===== src/rtl/relogio_hms.sv =====
// relogio_hms: BCD hh:mm:ss wall clock driven by a 1 Hz enable pulse.
// The time can be set through a validated load handshake. The block also emits
// one-cycle minute, hour and day rollover pulses.
module relogio_hms #(
  parameter bit FORMAT_24H = 1'b1
) (
  input  logic       relogio_clock,
  input  logic       relogio_reset,
  input  logic       relogio_tick_in,
  input  logic       relogio_pause,
  input  logic       relogio_load_valid,
  output logic       relogio_load_ready,
  input  logic [7:0] relogio_load_h,
  input  logic [7:0] relogio_load_m,
  input  logic [7:0] relogio_load_s,
  input  logic       relogio_load_pm,
  output logic       relogio_load_err,
  output logic [7:0] relogio_h,
  output logic [7:0] relogio_m,
  output logic [7:0] relogio_s,
  output logic       relogio_pm,
  output logic       relogio_min_pulse,
  output logic       relogio_hour_pulse,
  output logic       relogio_day_pulse
);

  localparam int unsigned BCD_W = 8;
  localparam int unsigned NIB_W = 4;
  localparam logic [BCD_W-1:0] H_RESET = FORMAT_24H ? 8'h00 : 8'h12;

  typedef enum logic [1:0] {
    ST_IDLE   = 2'd0,
    ST_CHECK  = 2'd1,
    ST_COMMIT = 2'd2
  } state_t;

  state_t r_state;
  state_t w_next_state;

  logic             r_load_ready;
  logic             r_load_err;
  logic [BCD_W-1:0] r_h;
  logic [BCD_W-1:0] r_m;
  logic [BCD_W-1:0] r_s;
  logic             r_pm;
  logic             r_min_pulse;
  logic             r_hour_pulse;
  logic             r_day_pulse;

  logic [BCD_W-1:0] r_hold_h;
  logic [BCD_W-1:0] r_hold_m;
  logic [BCD_W-1:0] r_hold_s;
  logic             r_hold_pm;
  logic             r_hold_ok;

  logic             w_handshake;
  logic             w_tick_go;
  logic             w_bus_ok;
  logic [BCD_W-1:0] w_s_next;
  logic [BCD_W-1:0] w_m_next;
  logic [BCD_W-1:0] w_h_next;
  logic             w_pm_next;
  logic             w_s_wrap;
  logic             w_m_wrap;
  logic             w_day_wrap;

  // Two-digit BCD increment without range wrap; callers handle their own limits.
  function automatic logic [BCD_W-1:0] bcd_inc(input logic [BCD_W-1:0] v);
    logic [BCD_W-1:0] res;
    if (v[3:0] == 4'd9) begin
      res = {NIB_W'(v[7:4] + 4'd1), 4'd0};
    end else begin
      res = {v[7:4], NIB_W'(v[3:0] + 4'd1)};
    end
    return res;
  endfunction

  function automatic logic nib_ok(input logic [NIB_W-1:0] n);
    return (n <= 4'd9);
  endfunction

  // Minutes and seconds: 00..59.
  function automatic logic ms_ok(input logic [BCD_W-1:0] v);
    return nib_ok(v[3:0]) && (v[7:4] <= 4'd5);
  endfunction

  // Hours: 00..23 in 24h mode, 01..12 in 12h mode.
  function automatic logic h_ok(input logic [BCD_W-1:0] v);
    logic res;
    if (!nib_ok(v[3:0]) || !nib_ok(v[7:4])) begin
      res = 1'b0;
    end else if (FORMAT_24H) begin
      res = (v <= 8'h23);
    end else begin
      res = (v >= 8'h01) && (v <= 8'h12);
    end
    return res;
  endfunction

  assign w_handshake = relogio_load_valid && r_load_ready && (r_state == ST_IDLE);
  assign w_tick_go   = relogio_tick_in && !relogio_pause && (r_state == ST_IDLE);
  assign w_bus_ok    = ms_ok(relogio_load_s) && ms_ok(relogio_load_m) && h_ok(relogio_load_h);

  // Next time value and the wrap flags for a one-second advance.
  always_comb begin
    w_s_wrap   = (r_s == 8'h59);
    w_s_next   = w_s_wrap ? 8'h00 : bcd_inc(r_s);
    w_m_wrap   = w_s_wrap && (r_m == 8'h59);
    w_m_next   = r_m;
    w_h_next   = r_h;
    w_pm_next  = r_pm;
    w_day_wrap = 1'b0;
    if (w_s_wrap) begin
      w_m_next = (r_m == 8'h59) ? 8'h00 : bcd_inc(r_m);
    end
    if (w_m_wrap) begin
      if (FORMAT_24H) begin
        if (r_h == 8'h23) begin
          w_h_next   = 8'h00;
          w_day_wrap = 1'b1;
        end else begin
          w_h_next = bcd_inc(r_h);
        end
      end else begin
        if (r_h == 8'h12) begin
          w_h_next = 8'h01;
        end else begin
          w_h_next = bcd_inc(r_h);
          if (r_h == 8'h11) begin
            // 11->12 flips am/pm; leaving pm means a new day starts.
            w_pm_next  = ~r_pm;
            w_day_wrap = r_pm;
          end
        end
      end
    end
  end

  // FSM state register; load_ready is registered from the next state.
  always_ff @(posedge relogio_clock or negedge relogio_reset) begin
    if (!relogio_reset) begin
      r_state      <= ST_IDLE;
      r_load_ready <= 1'b0;
    end else begin
      r_state      <= w_next_state;
      r_load_ready <= (w_next_state == ST_IDLE);
    end
  end

  // FSM next-state logic for the load handshake.
  always_comb begin
    w_next_state = r_state;
    case (r_state)
      ST_IDLE: begin
        if (w_handshake) begin
          w_next_state = ST_CHECK;
        end
      end
      ST_CHECK: begin
        w_next_state = r_hold_ok ? ST_COMMIT : ST_IDLE;
      end
      ST_COMMIT: begin
        w_next_state = ST_IDLE;
      end
      default: begin
        w_next_state = ST_IDLE;
      end
    endcase
  end

  // Capture the load bus at the handshake and grade it. The error flag is
  // registered so that it is high during the CHECK cycle.
  always_ff @(posedge relogio_clock or negedge relogio_reset) begin
    if (!relogio_reset) begin
      r_hold_h   <= '0;
      r_hold_m   <= '0;
      r_hold_s   <= '0;
      r_hold_pm  <= 1'b0;
      r_hold_ok  <= 1'b0;
      r_load_err <= 1'b0;
    end else begin
      r_load_err <= 1'b0;
      if (w_handshake) begin
        r_hold_h   <= relogio_load_h;
        r_hold_m   <= relogio_load_m;
        r_hold_s   <= relogio_load_s;
        r_hold_pm  <= relogio_load_pm;
        r_hold_ok  <= w_bus_ok;
        r_load_err <= !w_bus_ok;
      end
    end
  end

  // Time registers and rollover pulses. A commit takes priority; ticks only
  // count in IDLE.
  always_ff @(posedge relogio_clock or negedge relogio_reset) begin
    if (!relogio_reset) begin
      r_h          <= H_RESET;
      r_m          <= '0;
      r_s          <= '0;
      r_pm         <= 1'b0;
      r_min_pulse  <= 1'b0;
      r_hour_pulse <= 1'b0;
      r_day_pulse  <= 1'b0;
    end else begin
      r_min_pulse  <= 1'b0;
      r_hour_pulse <= 1'b0;
      r_day_pulse  <= 1'b0;
      if (r_state == ST_COMMIT) begin
        r_h  <= r_hold_h;
        r_m  <= r_hold_m;
        r_s  <= r_hold_s;
        r_pm <= FORMAT_24H ? 1'b0 : r_hold_pm;
      end else if (w_tick_go) begin
        r_h          <= w_h_next;
        r_m          <= w_m_next;
        r_s          <= w_s_next;
        r_pm         <= FORMAT_24H ? 1'b0 : w_pm_next;
        r_min_pulse  <= w_s_wrap;
        r_hour_pulse <= w_m_wrap;
        r_day_pulse  <= w_day_wrap;
      end
    end
  end

  assign relogio_load_ready = r_load_ready;
  assign relogio_load_err   = r_load_err;
  assign relogio_h          = r_h;
  assign relogio_m          = r_m;
  assign relogio_s          = r_s;
  assign relogio_pm         = r_pm;
  assign relogio_min_pulse  = r_min_pulse;
  assign relogio_hour_pulse = r_hour_pulse;
  assign relogio_day_pulse  = r_day_pulse;

endmodule


===== config.mk =====
export PLATFORM = sky130hd
export DESIGN_NAME = relogio_hms
export DESIGN_NICKNAME = d
export VERILOG_FILES = /design/src/rtl/relogio_hms.sv
export SDC_FILE = /design/constraint.sdc
export NUM_CORES = 1
export LEC_CHECK = 0
export CAP_MARGIN = 40
export CORE_ASPECT_RATIO = 2
export CORE_UTILIZATION = 46
export CTS_CLUSTER_SIZE = 28
export DETAILED_ROUTE_END_ITERATION = 8
export GPL_ROUTABILITY_DRIVEN = 0
export PLACE_DENSITY = 0.87
export SYNTH_ARGS = -nofsm -noshare
export SYNTH_HDL_FRONTEND = slang
export SYNTH_SLANG_ARGS = --single-unit

===== constraint.sdc =====
create_clock -name relogio_clock -period 1.8 [get_ports relogio_clock]
set_input_delay 0.36 -clock relogio_clock [delete_from_list [all_inputs] [get_ports relogio_clock]]
set_output_delay 0.36 -clock relogio_clock [all_outputs]
set_load 0.005 [all_outputs]

# Word-level counts from Yosys, hierarchy flattened
# Cells that the tools add are included.
[totals]
elab_cells = 94
output_inout_bits = 30
ff_bits = 57
[op_classes]
n_mux = 29
eq_ne = 8
addsub = 6
reduce_logical = 27
n_lt_le_gt_ge = 7
[op_table]
columns = ["operator", "count"]
rows = [
  ["2-to-1 mux 8 bit", 14],
  ["adder 4 x 1 -> 4 bit (second input constant)", 6],
  ["== test 8 x 7 -> 1 bit (second input constant)", 2],
  ["<= comparator 4 bit (second input constant)", 4],
  ["== test 4 bit (second input constant)", 3],
  ["2-to-1 mux 1 bit", 12],
  ["logical AND 1 bit", 9],
  ["nonzero test 3 bit", 3],
  ["== test 8 x 6 -> 1 bit (second input constant)", 1],
  ["<= comparator 4 x 3 -> 1 bit (second input constant)", 2],
  ["<= comparator 8 x 6 -> 1 bit (second input constant)", 1],
  ["AND reduction 2 bit", 3],
  ["AND reduction 3 bit", 2],
  ["nonzero test 2 bit", 3],
  ["zero test 1 bit", 4],
  ["zero test 2 bit", 2],
  ["2-to-1 mux 2 bit", 2],
  ["case mux 2 bit (2 select lines)", 1],
  ["== test 2 x 1 -> 1 bit (second input constant)", 1],
  ["== test 2 bit (second input constant)", 1],
  ["logical OR 1 bit", 1],
]

# Logic depth before layout (Yosys ltp)
[depth]
ltp_word = 7
mapped_depth = 8

# Least setup slack after synthesis
# Ideal clock, no wire load.
[synth_path]
path_kind = "reg-to-reg"
start = "register r_s[0], in the netlist relogio_s[0]"
end = "register r_m[4], in the netlist relogio_m[4]"
synth_period_minus_slack_ps = 1820
arrival_time_ps = 1695
required_ps = 1675
path_slack_ps = -20
path_stages_with_launch = 7
setup_time_ps = 125
cell_sequence = "dfrtp_1 -> ha_1 -> and3b_1 -> buf_4 -> nand3_1 -> o21a_1 -> mux2_2"
[synth_between]
elab_chain_len = 3
[synth_rtl]
columns = ["item", "line", "text"]
rows = [
  ["from (decl)", "44", "logic [BCD_W-1:0] r_s;"],
  ["from (signal assigned)", "212", "r_s <= r_hold_s;"],
  ["from (signal assigned)", "217", "r_s <= w_s_next;"],
  ["== test 8 x 7 -> 1 bit", "106", "w_s_wrap = (r_s == 8'h59);"],
  ["nonzero test 2 bit (no source line)", "n/a", ""],
  ["AND reduction 3 bit (no source line)", "n/a", ""],
  ["to (signal assigned)", "211", "r_m <= r_hold_m;"],
  ["to (signal assigned)", "216", "r_m <= w_m_next;"],
  ["to (decl)", "43", "logic [BCD_W-1:0] r_m;"],
]
# Every way passes these cells.
# A chain may end at the register's enable or synchronous reset.

# Worst setup path after layout
[layout_path]
start = "register r_s[1], in the netlist relogio_s[1]"
end = "register r_h[6], in the netlist relogio_h[6]"
[layout_between]
elab_chain_len = 4
[layout_rtl]
columns = ["item", "line", "text"]
rows = [
  ["== test 8 x 7 -> 1 bit", "106", ""],
  ["logical AND 1 bit", "108", "w_m_wrap = w_s_wrap && (r_m == 8'h59);"],
  ["nonzero test 2 bit (no source line)", "n/a", ""],
  ["AND reduction 3 bit (no source line)", "n/a", ""],
  ["to (signal assigned)", "210", "r_h <= r_hold_h;"],
  ["to (signal assigned)", "215", "r_h <= w_h_next;"],
  ["to (decl)", "42", "logic [BCD_W-1:0] r_h;"],
]
# Every way passes these cells.

==> Flow_metrics.wiki <==
{| class="wikitable"
! Metric !! Value
|-
| Wire length of the first global-routing pass || about 12000 um
|-
| Gate power share || 0.247
|-
| Largest net degree at the start of global routing || 57
|-
| Post-synthesis mux area share || 0.113
|-
| Post-synthesis sequential element count || between 50 and 60
|-
| Vias in the first global route || 2624
|-
| Areal power density over the cells || 838 mW/mm^2
|-
| Largest clock skew in the final design || 0.00494 ns
|-
| Post-Synthesis Cell Area || ~0.0029 sq mm
|-
| Max-capacitance violation count || 0
|-
| Startpoint-to-endpoint class of the critical path || reg -> reg
|-
| Total of warnings raised by yosys || 0
|-
| Net count of the mapped netlist || 304
|-
| Final Routed Wirelength || approximately 7700 um
|-
| Static leakage || between 1.5 and 2 nW
|-
| Parity-gate share of the synthesized area counting xor and xnor cells || 0
|-
| H-tree depth || 2
|-
| Fraction of final layout cells sized beyond drive strength 1 || 0.298
|-
| Avg WL per Cell || about 18 um
|-
| Required time reported for the critical path endpoint || ~2 ns
|-
| Worst path depth || 7
|-
| Clock buffer count from CTS || 5
|-
| Result of the run || complete, but fails checks
|-
| Area enclosed by the die boundary || approximately 0.0066 sq mm
|-
| Maximum clock rate || 539 MHz
|-
| Final clock period utilization by the worst path || 1.03
|-
| TritonCTS clock tree || built
|-
| Buffer depth of the longest clock path || 2
|-
| Unrepaired setup endpoints after global routing || yes
|-
| Worst-skew pair later-pin latency || ~0.29 ns
|-
| Clock root buffer || clkbuf_16
|-
| Die span in x || between 50 and 60 um
|-
| Post-route standard cell area excluding fillers || about 0.0041 sq mm
|-
| Crit-path leading delay family || compound AO/OA/AOI/OAI gates
|-
| Power, Total || between 3 and 4 mW
|-
| Signed area change from the synthesized netlist to the final layout || 42.8%
|-
| Number of buffers inserted by hold repair at cts || 0
|-
| Class of the most critical hold timing path || in -> async
|-
| Worst-path cell chain || inv_1 > ha_1 > and3b_2 > nand3_1 > buf_4 > o41ai_1 > a31oi_1
|-
| Number of flops mapped to enable cells by yosys || 0
|-
| Seq pwr share || 0.465
|-
| Violated checks || DRC, setup timing
|-
| First-pass iteration count of the detailed router || 6
|-
| Post-synthesis compound-gate area fraction || 0.125
|-
| Critical path's slowest cell || dfrtp_1
|-
| Final setup violating endpoints || 4
|-
| Post-synthesis instance total || 262
|-
| Largest family of logic cells by synthesized area || simple AND/OR/NAND/NOR gates
|-
| Final count of hold timing violations || 0
|-
| Final Slew Violations || 0
|-
| Part of the Yosys area used for sequential elements || 0.490
|-
| Worst setup timing slack at the placement stage || -0.311 ns
|-
| CP endpoint kind || flop
|-
| Overall overflow remaining after global route || 0
|-
| Buffers added on ports || 57
|-
| Part of the total power dissipated in the clock network || 0.288
|-
| CP max FO || 6
|-
| Synthesized-area fraction occupied by adder cells || 0.0525
|-
| Sw Pwr || ~0.89 mW
|-
| Startpoint type of the worst setup path || flop
|-
| Starting density of the core || 0.476
|-
| Routed via count || 2585
|-
| Path depth of the worst reg2reg path || 7
|-
| Count of pins on the block boundary || 60
|-
| Time the final worst path needs with I/O delays and setup || 1.86 ns
|-
| Most instantiated flip-flop cell in the synthesis netlist || dfrtp_1
|-
| Post-placement cell area || 0.00381 sq mm
|-
| Floorplan die height || around 110 um
|-
| # nets final || between 400 and 500
|-
| Global-route total usage across every layer || 0.251
|-
| Remaining antenna violation count after routing || 0
|-
| Drt initial violations || just over 100
|-
| Antenna violations before repair || 0
|-
| Total buffers and inverters traversed by the critical path || 2
|-
| Arrival time reported for the critical path endpoint || 2.02 ns
|-
| Final worst setup slack || -0.0557 ns
|-
| Clock-pin slew reported for the worst setup and hold paths after clock tree synthesis || around 0.070 ns
|-
| Switching share of total power || 0.259
|-
| DRC violation count after routing || 2
|-
| Maximum vdd drop || 0.760 mV
|-
| Detailed placement HPWL || roughly 5500 um
|-
| Vias per Instance || roughly 6.0
|-
| Row Count || 40
|-
| Worst stage delay on the critical path || between 0.3 and 0.4 ns
|-
| CORE AREA || roughly 0.0060 sq mm
|-
| Antenna Diode Count || 0
|-
| Final hold slack || 0.0624 ns
|-
| Synthesized-area fraction occupied by and/or/nand/nor cells || 0.184
|-
| Netlist cell types || between 40 and 50
|-
| Avg Synthesized Cell Area || between 10 and 15 sq um
|-
| Total internal power || about 2.5 mW
|-
| Ys async rst share || 1.00
|-
| Clock Sink Count || 56
|}
## area by class of cell
class | count | area (sq um)
clock buffer | 7 | 143
clock inverter | 1 | 7.51
fill | 435 | 1920
inverter | 8 | 30.0
multi-input combinational | 185 | 1450
sequential | 56 | 1400
tap | 63 | 78.8
timing repair buffer | 109 | 981
## flip-flops by register name (all words and copies together) (netlist names), 2 cells and up
signal     cells
r_hold_h       8
r_hold_m       8
r_hold_s       8
r_state        2
relogio_h      8
relogio_m      8
relogio_s      8
## placed cells by master, fill, tap and decap left out, types with 3 or more instances in the layout
cell / count
or3_1: 5
o21ai_0: 15
buf_4: 50
ha_1: 10
a31oi_1: 11
clkdlybuf4s50_1: 56
nand3b_1: 4
nand2_1: 14
clkbuf_16: 5
a22oi_1: 4
inv_1: 8
nand3_1: 10
and3b_2: 4
or4_1: 4
o31ai_1: 4
dfrtp_1: 56
mux2_2: 27
nor2_1: 23
a221o_1: 4
o211ai_1: 4
and3_1: 3
## per-layer routing
metal | track usage | vias up | share of wire
met2 | 0.451 | 79 | 0.56
met3 | 0.0454 | 29 | 0.033
met5 | 0 | - | 0
met4 | 0.162 | 0 | 0.052
li1 | - | 1173 | -
met1 | 0.259 | 1304 | 0.36
## worst paths after layout
check,start,to,slack [ns]
worst min register to register,r_hold_s[2],relogio_s[2],0.49
worst max-delay path,relogio_s[1],relogio_h[6],-0.06
worst min-delay path,relogio_reset,r_hold_m[2],0.06
worst max register to register,relogio_s[1],relogio_h[6],-0.06
min in group relogio_clock,r_hold_s[2],relogio_s[2],0.49
max in group asynchronous,relogio_reset,relogio_load_ready,1.46
## synth_stat cells (all sizes together), types with 2 or more instances
| cell type | n | area [sq um] |
|---|---|---|
| a31oi | 11 | 68.8 |
| nand3b | 4 | 30.0 |
| or4 | 4 | 30.0 |
| and3b | 4 | 35.0 |
| clkbuf | 7 | 27.5 |
| nor4 | 2 | 12.5 |
| o21ai | 15 | 75.1 |
| a22oi | 4 | 30.0 |
| nor2 | 23 | 86.3 |
| a21oi | 3 | 15.0 |
| nand2b | 2 | 12.5 |
| buf | 6 | 40.0 |
| nor3 | 2 | 15.0 |
| and3 | 3 | 18.8 |
| nand2 | 15 | 58.8 |
| nor4b | 2 | 32.5 |
| or4b | 3 | 30.0 |
| nor2b | 2 | 12.5 |
| or3 | 6 | 37.5 |
| inv | 8 | 30.0 |
| nand4 | 2 | 12.5 |
| dfrtp | 56 | 1400 |
| nand3 | 11 | 60.1 |
| mux2i | 2 | 20.0 |
| o41ai | 2 | 17.5 |
| o211ai | 4 | 30.0 |
| mux2 | 27 | 304 |
| a221o | 4 | 40.0 |
| o31ai | 4 | 30.0 |
| ha | 12 | 150 |
## worst reg2reg max path, cell delays in order, from the launching register on
cell and delay, ns:
dfrtp_1 0.38, inv_1 0.06, ha_1 0.16, and3b_2 0.28, nand3_1 0.16, buf_4 0.20
o41ai_1 0.36, a31oi_1 0.13
## power groups by stage
| stage | clock network [mW] | logic [mW] | registers, mW |
|---|---|---|---|
| floorplan | 0 | 0.327 | 1.62 |
| CTS | 1.01 | 0.835 | 1.59 |
| global placement | 0 | 0.806 | 1.60 |
| detailed placement | 0 | 0.827 | 1.61 |
| global route | 1.06 | 0.917 | 1.61 |
| finish | 0.987 | 0.845 | 1.59 |
## per-stage QoR
stage	cells	TNS, ns	util
4_1_cts	424	-0.0128	0.665
6_report	429	-0.135	0.680
3_3_place_gp	414	-3.00	0.634
5_1_grt	429	-1.14	0.680
2_1_floorplan	262	-0.0115	-
3_5_place_dp	414	-3.80	0.634
## cells by family (layout without fill, tap and decap cells)
family          count (synthesis)  count (layout)
compound gates                 53              53
mux                            29              29
other cells                     1               1
flops                          56              56
simple gates                   90              90
buf+inv                        21             125
fa+ha+maj                      12              12
## timing repair
item	in CTS	in global routing
buffers inserted	2	5
endpoints found under the setup margin	10	14
pin swaps	1	3
resized for setup	5	13
Power figures use the tool's default switching activity.
